===== src/rtl/deser_shift_in32_if.sv =====
// Serial-in / parallel-out bundle for deser_shift_in32.
// master = bit source + word consumer, slave = the deserializer.
interface deser_shift_in32_if #(
  parameter int WIDTH = 32,
  parameter int CW    = $clog2(WIDTH) + 1
);
  logic             clr;
  logic             msb_first;
  logic             sin;
  logic             sin_valid;
  logic             sin_ready;
  logic [WIDTH-1:0] dout;
  logic             dout_valid;
  logic             dout_ready;
  logic [CW-1:0]    bit_cnt;

  modport master (
    output clr, msb_first, sin, sin_valid, dout_ready,
    input  sin_ready, dout, dout_valid, bit_cnt
  );

  modport slave (
    input  clr, msb_first, sin, sin_valid, dout_ready,
    output sin_ready, dout, dout_valid, bit_cnt
  );
endinterface


===== src/rtl/deser_shift_in32.sv =====
// Serial-to-parallel receiver: assembles WIDTH-bit words (LSB- or MSB-first)
// and hands them to a one-deep holding register with a valid/ready port.
module deser_shift_in32 #(
  parameter int WIDTH = 32,
  parameter int CW    = $clog2(WIDTH) + 1
) (
  input  logic              clk,
  input  logic              reset_n,
  deser_shift_in32_if.slave bus
);

  typedef enum logic {COLLECT = 1'b0, FULL = 1'b1} state_t;

  state_t           r_state, w_state_nxt;
  logic [WIDTH-1:0] r_sreg, w_sreg_nxt;
  logic [CW-1:0]    r_cnt, w_cnt_nxt;
  logic             r_mode, w_mode_nxt;
  logic [WIDTH-1:0] r_dout, w_dout_nxt;
  logic             r_dout_valid, w_dout_valid_nxt;

  logic             w_accept;
  logic             w_msb;
  logic [WIDTH-1:0] w_shifted;
  logic             w_last;
  logic             w_can_load;

  // Bit order is latched on the first bit so a mid-word toggle is ignored.
  assign w_msb      = (r_cnt == '0) ? bus.msb_first : r_mode;
  assign w_shifted  = w_msb ? {r_sreg[WIDTH-2:0], bus.sin}
                            : {bus.sin, r_sreg[WIDTH-1:1]};
  assign w_accept   = bus.sin_valid && (r_state == COLLECT) && !bus.clr;
  assign w_last     = (r_cnt == CW'(WIDTH - 1));
  assign w_can_load = !r_dout_valid || bus.dout_ready;

  always_comb begin
    w_state_nxt      = r_state;
    w_sreg_nxt       = r_sreg;
    w_cnt_nxt        = r_cnt;
    w_mode_nxt       = r_mode;
    w_dout_nxt       = r_dout;
    w_dout_valid_nxt = r_dout_valid;

    // Drain first; a word loading this edge overrides it below.
    if (r_dout_valid && bus.dout_ready)
      w_dout_valid_nxt = 1'b0;

    if (bus.clr) begin
      w_sreg_nxt  = '0;
      w_cnt_nxt   = '0;
      w_state_nxt = COLLECT;
    end else begin
      case (r_state)
        COLLECT: begin
          if (w_accept) begin
            w_sreg_nxt = w_shifted;
            w_cnt_nxt  = r_cnt + 1'b1;
            if (r_cnt == '0)
              w_mode_nxt = bus.msb_first;
            if (w_last) begin
              if (w_can_load) begin
                w_dout_nxt       = w_shifted;
                w_dout_valid_nxt = 1'b1;
                w_cnt_nxt        = '0;
              end else begin
                w_cnt_nxt   = CW'(WIDTH);
                w_state_nxt = FULL;
              end
            end
          end
        end
        FULL: begin
          if (bus.dout_ready) begin
            w_dout_nxt       = r_sreg;
            w_dout_valid_nxt = 1'b1;
            w_cnt_nxt        = '0;
            w_state_nxt      = COLLECT;
          end
        end
        default: w_state_nxt = COLLECT;
      endcase
    end
  end

  always_ff @(posedge clk or negedge reset_n) begin
    if (!reset_n) begin
      r_state      <= COLLECT;
      r_sreg       <= '0;
      r_cnt        <= '0;
      r_mode       <= 1'b0;
      r_dout       <= '0;
      r_dout_valid <= 1'b0;
    end else begin
      r_state      <= w_state_nxt;
      r_sreg       <= w_sreg_nxt;
      r_cnt        <= w_cnt_nxt;
      r_mode       <= w_mode_nxt;
      r_dout       <= w_dout_nxt;
      r_dout_valid <= w_dout_valid_nxt;
    end
  end

  assign bus.sin_ready  = (r_state == COLLECT);
  assign bus.dout       = r_dout;
  assign bus.dout_valid = r_dout_valid;
  assign bus.bit_cnt    = r_cnt;

endmodule


===== src/flat_wrapper.sv =====
// flat-port wrapper written by rule: the top's interface ports become plain ports
module deser_shift_in32_flat 
#(
  parameter int WIDTH = 32,
  parameter int CW    = $clog2(WIDTH) + 1
)
  (clk, reset_n, bus_clr, bus_msb_first, bus_sin, bus_sin_valid, bus_dout_ready, bus_sin_ready, bus_dout, bus_dout_valid, bus_bit_cnt);
  deser_shift_in32_if #(.WIDTH(WIDTH), .CW(CW)) bus_i ();
  input  logic clk;
  input  logic reset_n;
  input wire logic [$bits(bus_i.clr)-1:0] bus_clr;
  input wire logic [$bits(bus_i.msb_first)-1:0] bus_msb_first;
  input wire logic [$bits(bus_i.sin)-1:0] bus_sin;
  input wire logic [$bits(bus_i.sin_valid)-1:0] bus_sin_valid;
  input wire logic [$bits(bus_i.dout_ready)-1:0] bus_dout_ready;
  output wire logic [$bits(bus_i.sin_ready)-1:0] bus_sin_ready;
  output wire logic [$bits(bus_i.dout)-1:0] bus_dout;
  output wire logic [$bits(bus_i.dout_valid)-1:0] bus_dout_valid;
  output wire logic [$bits(bus_i.bit_cnt)-1:0] bus_bit_cnt;
  assign bus_i.clr = bus_clr;
  assign bus_i.msb_first = bus_msb_first;
  assign bus_i.sin = bus_sin;
  assign bus_i.sin_valid = bus_sin_valid;
  assign bus_i.dout_ready = bus_dout_ready;
  assign bus_sin_ready = bus_i.sin_ready;
  assign bus_dout = bus_i.dout;
  assign bus_dout_valid = bus_i.dout_valid;
  assign bus_bit_cnt = bus_i.bit_cnt;
  deser_shift_in32 #(.WIDTH(WIDTH), .CW(CW)) u_core (.clk(clk), .reset_n(reset_n), .bus(bus_i));
endmodule

===== config.mk =====
export PLATFORM = sky130hd
export DESIGN_NAME = deser_shift_in32_flat
export DESIGN_NICKNAME = d
export VERILOG_FILES = /design/src/rtl/deser_shift_in32_if.sv /design/src/rtl/deser_shift_in32.sv /design/src/flat_wrapper.sv
export SDC_FILE = /design/constraint.sdc
export NUM_CORES = 1
export LEC_CHECK = 0
export CORE_MARGIN = 3
export CORE_UTILIZATION = 62
export DETAILED_ROUTE_END_ITERATION = 12
export GPL_TIMING_DRIVEN = 0
export PLACE_DENSITY_LB_ADDON = 0.1
export SLEW_MARGIN = 25
export SYNTH_ARGS = -nofsm -noshare
export SYNTH_HDL_FRONTEND = slang
export SYNTH_SLANG_ARGS = --single-unit

===== constraint.sdc =====
create_clock -name clk -period 3.8 [get_ports clk]
set_input_delay 0.76 -clock clk [delete_from_list [all_inputs] [get_ports clk]]
set_output_delay 0.76 -clock clk [all_outputs]
set_load 0.1 [all_outputs]

==> flow_summary.yaml, run 1 <==
critical_path:
  worstSetupEndpoint: "bus_bit_cnt[3]"
  path_cells: "clkdlybuf4s50_1"
  critPathMaxStageDelay_ns: 1.20
  worst-path-max-fanout: 8
  critical_path.reg2reg.startpoint: "u_core.bus.bit_cnt[0]"
  crit_type: "reg -> out"
  minimum_setup_slack_among_reg_to_reg_paths_ns: 1.29
  path_depth: 1
  timing.critical_path.from_type: "flip-flop"
  path_buf_inv: 1
  top_cell_family_by_delay_on_the_critical_path: "buffers and inverters"
  critical_path.endpoint_type: "output port"
  reg2regPathDepth: 8
  timing.critical_path.arrival_ns: 2.05
  crit_slowest_cell: "clkdlybuf4s50_1"
  worstPathRequired_ns: 3.04
  critPathLaunch: "u_core.bus.bit_cnt[3]"
  worst_r2r_endpoint: "u_core.bus.dout[22]"
clock_network:
  clock_sinks: 73
  cts_setup_buffers: 0
  level_count_of_the_clock_h_tree: 3
  clk_tree_root_cell: "clkbuf_8"
  count_of_cells_resized_by_post_cts_repair: 0
  worstSkewPairLatency_ns: 0.34
  cts_inserted_buffers: 9
  cts_hold_repair.buffers: 0
  cts_buffer_depth: 2
  tritoncts: "yes"
  cts.reportedPaths.clkPinSlew_ns: 0.08
global_routing:
  grt_pass1_vias: 4609
  antenna_violations_before_repair: 0
  grt_first_pass_wirelength_mm: 23.6
  grtUsageTotal_pct: 33.5
  overflow: 0
  grt_max_degree: 39
die:
  chipWidth_um: 94.3
  die_area_sq_um: 8900
  floorplan.rows: 31
  starting_density_pct: 65.3
  io-pin-count: 47
  die_y_um: 94.3
  area_of_the_core_region_sq_um: 7410
route:
  detail_route.wl_per_cell_um: 20.3
  vias: 4822
  ant_nets: 0
  drt_first_iter_violations: 515
  post_detailed_route_drc_marker_count: 0
  route.final.wire_length_mm: 14.3
  route.detailed.vias_per_inst: 6.87
  drt-pass1-iter-count: 5
yosys:
  synthDistinctLibCells: 38
  yosysSeqAreaShare_pct: 37.8
  async_reset_ff_share_pct: 100
  synthesis.area_sq_um: 4840
  syn_area_per_cell_sq_um: 8.94
  synth-main-ff-cell: "dfrtp_1"
  synth_fp_nets: 550
  yosys_warnings: 0
  postSynthCellCount: 541
  ys_seq_elements: 73
  synth_enable_flop_cells: 0
cells_and_area:
  fraction_of_layout_cells_with_a_size_suffix_above_1_pct: 9.95
  multi_input_combinational_cell_area_sq_um: 2710
  number_of_filler_cells_placed_in_the_layout: 549
  antenna-diode-count: 0
  most-common-layout-cells: "dfrtp_1, nand2_1, nand4b_1"
  final-seq-area_sq_um: 1830
  syn2layout_area_growth_pct: 16.1
  layout.nets: 607
  stdcell_area_sq_um: 5620
  mostFrequentLayoutCell: "dfrtp_1"
placement:
  finalWeightedCongestion: 0.937
  dpl.hpwl_mm: 9.73
  place.port_buffers: 45
  placed_cell_area_sq_um: 5430
sta:
  clock_skew_ns: 0.00916
  rsz_0062_raised_after_global_routing: "false"
  final-max-slew-violation-count: 0
  finalSetupViolations: 0
  worst_pin_slew_ns: 0.975
  max_freq_ghz: 0.355
  endpoints_failing_hold: 0
  timing.final.crit_period_ns: 2.81
  worst_slew_margin_pct: 34.8
  layout_worst_path_cycle_share_pct: 74.1
  fin_tns_setup_ns: 0
power:
  peakVddDrop_v: 0.000249
  total_leakage_power_nw: 1.98
  pwr_density_cell_nw_per_um2: 338
run_status:
  run_status: "finished clean"
run:
  max_cap_violations: 0
worst_hold_path:
  worstHoldPathType: "in -> async"
[cells in the mapped netlist (2+ instances only)]
master    count  area share, %
nor2_1        7           0.54
o21ai_0      54            5.6
nand2b_1     34            4.4
buf_6         4           0.93
and3_1       33            4.3
nand4b_1     64             12
inv_1         3           0.23
o21ai_1      12            1.2
o211ai_2     30            7.8
a21oi_1       2           0.21
ha_1          2           0.52
buf_2         5           0.52
mux2_2        3           0.70
clkbuf_1     54            4.2
a22o_1       33            6.0
nor3_1        3           0.31
o211ai_1      2           0.31
nand4_1      33            4.3
nand2_1      71            5.5
o41ai_1       2           0.36
dfrtp_1      73             38
[metal layers]
layer / global-route usage (%) / wire, um / vias to the layer above
li1: - / - / 2143
met1: 45.8 / 5890 / 2338
met2: 53.5 / 6810 / 290
met3: 5.29 / 1100 / 51
met4: 13.4 / 480 / 0
met5: 0 / 0 / -
[cell type report]
cell class,count,area share (%)
clock inverters,3,0.713
repair buffers,46,8.33
well taps,99,2.21
flip-flops and latches,73,32.5
multi-input cells,400,48.3
inverters,3,0.200
plain buffers,65,5.06
clock buffers,13,2.65
[worst min-delay path by stage]
stage	from	end	slack, ns
final	reset_n	u_core.bus.dout[8]	0.37
after global routing	reset_n	u_core.bus.dout[8]	0.40
after CTS	reset_n	u_core.r_sreg[13]	0.39
after detailed placement	u_core.bus.dout[22]	u_core.bus.dout[22]	0.52
after global placement	u_core.bus.dout[23]	u_core.bus.dout[23]	0.51
after floorplan	reset_n	u_core.bus.bit_cnt[0]	0.46
[logic make-up after synthesis]
family          Yosys count  share of synthesized area [%]
compound gates          142                           22.6
mux                       3                          0.699
buf+inv                  68                           6.11
xor+xnor                  1                          0.181
simple gates            252                           32.2
flops                    73                           37.8
fa+ha+maj                 2                          0.517
[metrics by stage]
step | util (%) | worst slack [ns] | hold WS [ns] | power (mW) | std cells
2_1_floorplan | - | 1.31 | 0.464 | 1.16 | 541
3_3_place_gp | 73.0 | -0.558 | 0.515 | 1.28 | 685
3_5_place_dp | 73.3 | 1.17 | 0.520 | 1.29 | 686
4_1_cts | 75.8 | 0.979 | 0.387 | 1.89 | 702
5_1_grt | 75.8 | 0.932 | 0.403 | 1.96 | 702
6_report | 75.8 | 0.985 | 0.372 | 1.90 | 702
[report_power, final]
part | total [mW] | leakage [nW] | internal (mW) | switching [mW]
clock | 0.614 | 0.0974 | 0.321 | 0.293
combinational | 0.468 | 0.897 | 0.125 | 0.343
sequential | 0.815 | 0.981 | 0.800 | 0.0152
total | 1.90 | 1.98 | 1.25 | 0.651
[flip-flops by register name, summed over array words and instances (netlist names)]
register,cells
u_core.bus.bit_cnt,6
u_core.bus.dout,32
u_core.bus.dout_valid,1
u_core.r_mode,1
u_core.r_sreg,32
u_core.r_state,1
(Power assumes the default switching activity.)
==> run 2, diff against run 1 <==
- CORE_UTILIZATION: 62 -> 52
- clock period: 3.8 -> 2.5 ns (I/O delays scaled with it)
==> flow_summary.yaml, run 2 (synthesis gave the netlist of run 1 again) <==
critical_path:
  worst_r2r_endpoint: "u_core.bus.dout[11]"
  timing.critical_path.arrival_ns: 1.92
  worstSetupEndpoint: "bus_bit_cnt[1]"
  minimum_setup_slack_among_reg_to_reg_paths_ns: 0.18
  critical_path.reg2reg.startpoint: "u_core.bus.bit_cnt[0]"
  worst-path-max-fanout: 5
  critPathLaunch: "u_core.bus.bit_cnt[1]"
  path_buf_inv: 1
  reg2regPathDepth: 8
  path_cells: "clkdlybuf4s50_1"
  critPathMaxStageDelay_ns: 1.15
  crit_type: "reg -> out"
  worstPathRequired_ns: 2.00
  path_depth: 1
  top_cell_family_by_delay_on_the_critical_path: "buffers and inverters"
  timing.critical_path.from_type: "flip-flop"
  crit_slowest_cell: "clkdlybuf4s50_1"
  critical_path.endpoint_type: "output port"
cells_and_area:
  layout.nets: 607
  stdcell_area_sq_um: 5620
  non_filler_cells_in_the_finished_layout: 711
  syn2layout_area_growth_pct: 16.2
  final_core_util_pct: 63.2
  fraction_of_layout_cells_with_a_size_suffix_above_1_pct: 10.9
  antenna-diode-count: 0
  number_of_filler_cells_placed_in_the_layout: 746
  most-common-layout-cells: "dfrtp_1, nand2_1, nand4b_1"
  mostFrequentLayoutCell: "dfrtp_1"
route:
  route.final.wire_length_mm: 14.4
  post_detailed_route_drc_marker_count: 0
  ant_nets: 0
  detail_route.wl_per_cell_um: 20.3
  route.detailed.vias_per_inst: 6.68
  drt_first_iter_violations: 444
  drt-pass1-iter-count: 7
  vias: 4752
sta:
  worst_pin_slew_ns: 0.973
  rsz_0062_raised_after_global_routing: "false"
  final-max-slew-violation-count: 0
  fin_hold_ws_ns: 0.0796
  max_freq_ghz: 0.412
  finalSetupViolations: 0
  clock_skew_ns: 0.0102
  worst_slew_margin_pct: 34.9
  layout_worst_path_cycle_share_pct: 97.0
  endpoints_failing_hold: 0
  timing.final.crit_period_ns: 2.42
placement:
  dp_cells: 695
  place.port_buffers: 45
  placed_cell_area_sq_um: 5440
  dpl.hpwl_mm: 9.95
  finalWeightedCongestion: 0.898
power:
  power_mw: 2.83
  peakVddDrop_v: 0.000269
  total_leakage_power_nw: 1.98
  pwr_density_cell_nw_per_um2: 504
clock_network:
  tritoncts: "yes"
  level_count_of_the_clock_h_tree: 3
  cts.reportedPaths.clkPinSlew_ns: 0.09
  cts_setup_buffers: 0
  cts_hold_repair.buffers: 0
  worstSkewPairLatency_ns: 0.36
  clk_tree_root_cell: "clkbuf_8"
  clock_sinks: 73
  cts_inserted_buffers: 9
  cts_buffer_depth: 2
die:
  area_of_the_core_region_sq_um: 8890
  io-pin-count: 47
  chipWidth_um: 102
  die_y_um: 102
  floorplan.rows: 34
  starting_density_pct: 54.4
  die_area_sq_um: 10500
run:
  max_cap_violations: 0
global_routing:
  overflow: 0
  grtUsageTotal_pct: 27.9
  grt_max_degree: 42
  antenna_violations_before_repair: 0
  grt_pass1_vias: 4496
  grt_first_pass_wirelength_mm: 23.1
worst_hold_path:
  worstHoldPathType: "in -> async"
run_status:
  run_status: "finished clean"
run 2: cell types whose count changed in the layout (fill, tap and decap cells not counted), sizes merged:
cell	before	now
clkdlybuf4s50	44	40
buf	13	12
bufinv	1	0
dlygate4sd2	0	4
clkinvlp	0	4
clkbuf	67	65
run 2: per-layer routing:
layer / share of wire [%] / up-vias / track usage (%)
met5: 0.19 / - / 0
met4: 4.7 / 3 / 14.7
met3: 5.9 / 44 / 3.34
met2: 46 / 209 / 43.3
met1: 43 / 2351 / 38.0
li1: - / 2145 / -
run 2: how the worst min path moves through the flow:
stage | startpoint | endpoint | slack (ns) | cells after the start
floorplan | reset_n | u_core.bus.bit_cnt[0] | 0.20 | 0
global placement | u_core.bus.dout[22] | u_core.bus.dout[22] | 0.52 | 2
detailed placement | reset_n | u_core.bus.dout[8] | 0.48 | 1
CTS | reset_n | u_core.bus.dout[16] | 0.09 | 1
global route | reset_n | u_core.bus.dout[16] | 0.1 | 1
finish | reset_n | u_core.bus.bit_cnt[4] | 0.08 | 1
run 2: cell type report:
| class | count | area [sq um] | area share (%) |
|---|---|---|---|
| multi-input cells | 400 | 2710 | 48.3 |
| clock buffers | 10 | 138 | 2.45 |
| repair buffers | 46 | 463 | 8.24 |
| clock inverters | 6 | 43.8 | 0.779 |
| flip-flops and latches | 73 | 1830 | 32.5 |
| plain buffers | 65 | 288 | 5.12 |
| inverters | 3 | 11.3 | 0.200 |
| well taps | 108 | 135 | 2.40 |
run 2: worst register-to-register path, delay by kind of cell (launching register included):
family	cells	cell delay, ns
and+or+nand+nor	2	0.39
AOI/OAI and AO/OA	1	0.16
DFF	1	0.42
buffers and inverters	4	1.14
adders and majority gates	1	0.14
run 2: what timing repair did:
action | CTS | global route
setup endpoints to repair | 4 | 59
endpoints found under the hold margin | 0 | 0
gates resized for setup | 4 | 5
cloned | 0 | 0
run 2: power breakdown:
part | switching, mW | internal [mW]
clock | 0.492 | 0.387
sequential | 0.0230 | 1.22
combinational | 0.523 | 0.191
total | 1.04 | 1.79
run 2: per-stage QoR:
stage	setup TNS, ns	worst slack (ns)
final	0	0.0755
after global routing	0	0.0227
after CTS	0	0.0712
after detailed placement	0	0.0914
after global placement	-119.75	-1.64
after floorplan	0	0.0145
==> run 3, diff against run 2 <==
- CORE_MARGIN: 3 -> 2
- CORE_UTILIZATION: 52 -> 58
- clock period: 2.5 -> 2.7 ns (I/O delays scaled with it)
==> flow_summary.yaml, run 3 (synthesis gave the netlist of run 1 again) <==
run_status:
  run_status: "finished clean"
global_routing:
  grtUsageTotal_pct: 33.6
  grt_pass1_vias: 4764
  overflow: 0
  grt_max_degree: 54
  grt_first_pass_wirelength_mm: 23.9
  antenna_violations_before_repair: 0
power:
  peakVddDrop_v: 0.000342
  power_mw: 2.77
  pwr_density_cell_nw_per_um2: 489
  total_leakage_power_nw: 1.99
critical_path:
  crit_type: "reg -> out"
  critical_path.reg2reg.startpoint: "u_core.bus.bit_cnt[0]"
  timing.critical_path.arrival_ns: 2.08
  timing.critical_path.from_type: "flip-flop"
  worst-path-max-fanout: 6
  worstPathRequired_ns: 2.16
  worst_r2r_endpoint: "u_core.r_mode"
  critical_path.endpoint_type: "output port"
  reg2regPathDepth: 8
  minimum_setup_slack_among_reg_to_reg_paths_ns: 0.27
cells_and_area:
  fraction_of_layout_cells_with_a_size_suffix_above_1_pct: 9.97
  stdcell_area_sq_um: 5650
  mostFrequentLayoutCell: "dfrtp_1"
  non_filler_cells_in_the_finished_layout: 707
  antenna-diode-count: 0
  final_core_util_pct: 69.5
  layout.nets: 607
  syn2layout_area_growth_pct: 16.9
  most-common-layout-cells: "dfrtp_1, nand2_1, nand4b_1"
worst_hold_path:
  worstHoldPathType: "in -> async"
die:
  die_y_um: 95.3
  starting_density_pct: 59.5
  io-pin-count: 47
  floorplan.rows: 33
  die_area_sq_um: 9080
  area_of_the_core_region_sq_um: 8130
  chipWidth_um: 95.3
sta:
  rsz_0062_raised_after_global_routing: "false"
  layout_worst_path_cycle_share_pct: 97.0
  max_freq_ghz: 0.382
  endpoints_failing_hold: 0
  worst_slew_margin_pct: 34.8
  finalSetupViolations: 0
  worst_pin_slew_ns: 0.975
  final-max-slew-violation-count: 0
  clock_skew_ns: 0.00631
  timing.final.crit_period_ns: 2.62
  fin_hold_ws_ns: 0.0683
clock_network:
  tritoncts: "yes"
  cts_buffer_depth: 2
  level_count_of_the_clock_h_tree: 3
  clk_tree_root_cell: "clkbuf_8"
  worstSkewPairLatency_ns: 0.35
  cts_setup_buffers: 0
  cts_inserted_buffers: 9
  cts_hold_repair.buffers: 0
  cts.reportedPaths.clkPinSlew_ns: 0.08
  count_of_cells_resized_by_post_cts_repair: 0
  clock_sinks: 73
route:
  post_detailed_route_drc_marker_count: 0
  route.final.wire_length_mm: 14.5
  ant_nets: 0
  drt_first_iter_violations: 531
  drt-pass1-iter-count: 7
  route.detailed.vias_per_inst: 6.78
  vias: 4795
  detail_route.wl_per_cell_um: 20.5
run:
  max_cap_violations: 0
placement:
  dpl.hpwl_mm: 9.91
  placed_cell_area_sq_um: 5440
  dp_cells: 692
  place.port_buffers: 45
  finalWeightedCongestion: 0.907
run 3: critical path, cell delays in order, from the launching register on:
cell and delay [ns]:
dfrtp_1 0.43, inv_1 0.15, clkdlybuf4s50_1 1.15
run 3: power breakdown:
group,leakage (nW),internal (mW),switching (mW)
logic,0.900,0.177,0.486
registers,0.981,1.13,0.0220
clock network,0.106,0.541,0.414
total,1.99,1.84,0.922
run 3: worst max-delay path by stage:
stage                               start             endpoint  slack, ns  cells past startpoint
CTS                 u_core.bus.bit_cnt[3]       bus_bit_cnt[3]       0.08                      1
finish                     u_core.r_state        bus_sin_ready       0.08                      2
global placement                  reset_n  u_core.bus.dout[24]      -1.44                      1
floorplan           u_core.bus.bit_cnt[1]  u_core.bus.dout[17]       0.21                      7
global route        u_core.bus.bit_cnt[0]        u_core.r_mode       0.02                      8
detailed placement          bus_sin_valid  u_core.bus.dout[25]       0.27                      7
run 3: area by class of cell:
type / count / area (sq um)
multi-input combinational: 400 / 2710
clock buffer: 12 / 145
clock inverter: 3 / 65.1
sequential: 73 / 1830
fill: 645 / 2480
timing repair buffer: 46 / 475
tap: 105 / 131
buffer: 65 / 284
inverter: 3 / 11.3
run 3: routing by layer:
metal / part of all wire, % / vias up / GRT usage (%)
li1: - / 2147 / -
met4: 2.1 / 0 / 12.1
met2: 49 / 245 / 54.8
met3: 7.2 / 32 / 5.45
met1: 41 / 2371 / 45.4
met5: 0 / - / 0
run 3: per-stage QoR:
step           worst slack (ns)  setup TNS [ns]
2_1_floorplan             0.214               0
3_3_place_gp              -1.44         -104.86
3_5_place_dp              0.267               0
4_1_cts                  0.0758               0
5_1_grt                  0.0164               0
6_report                 0.0802               0
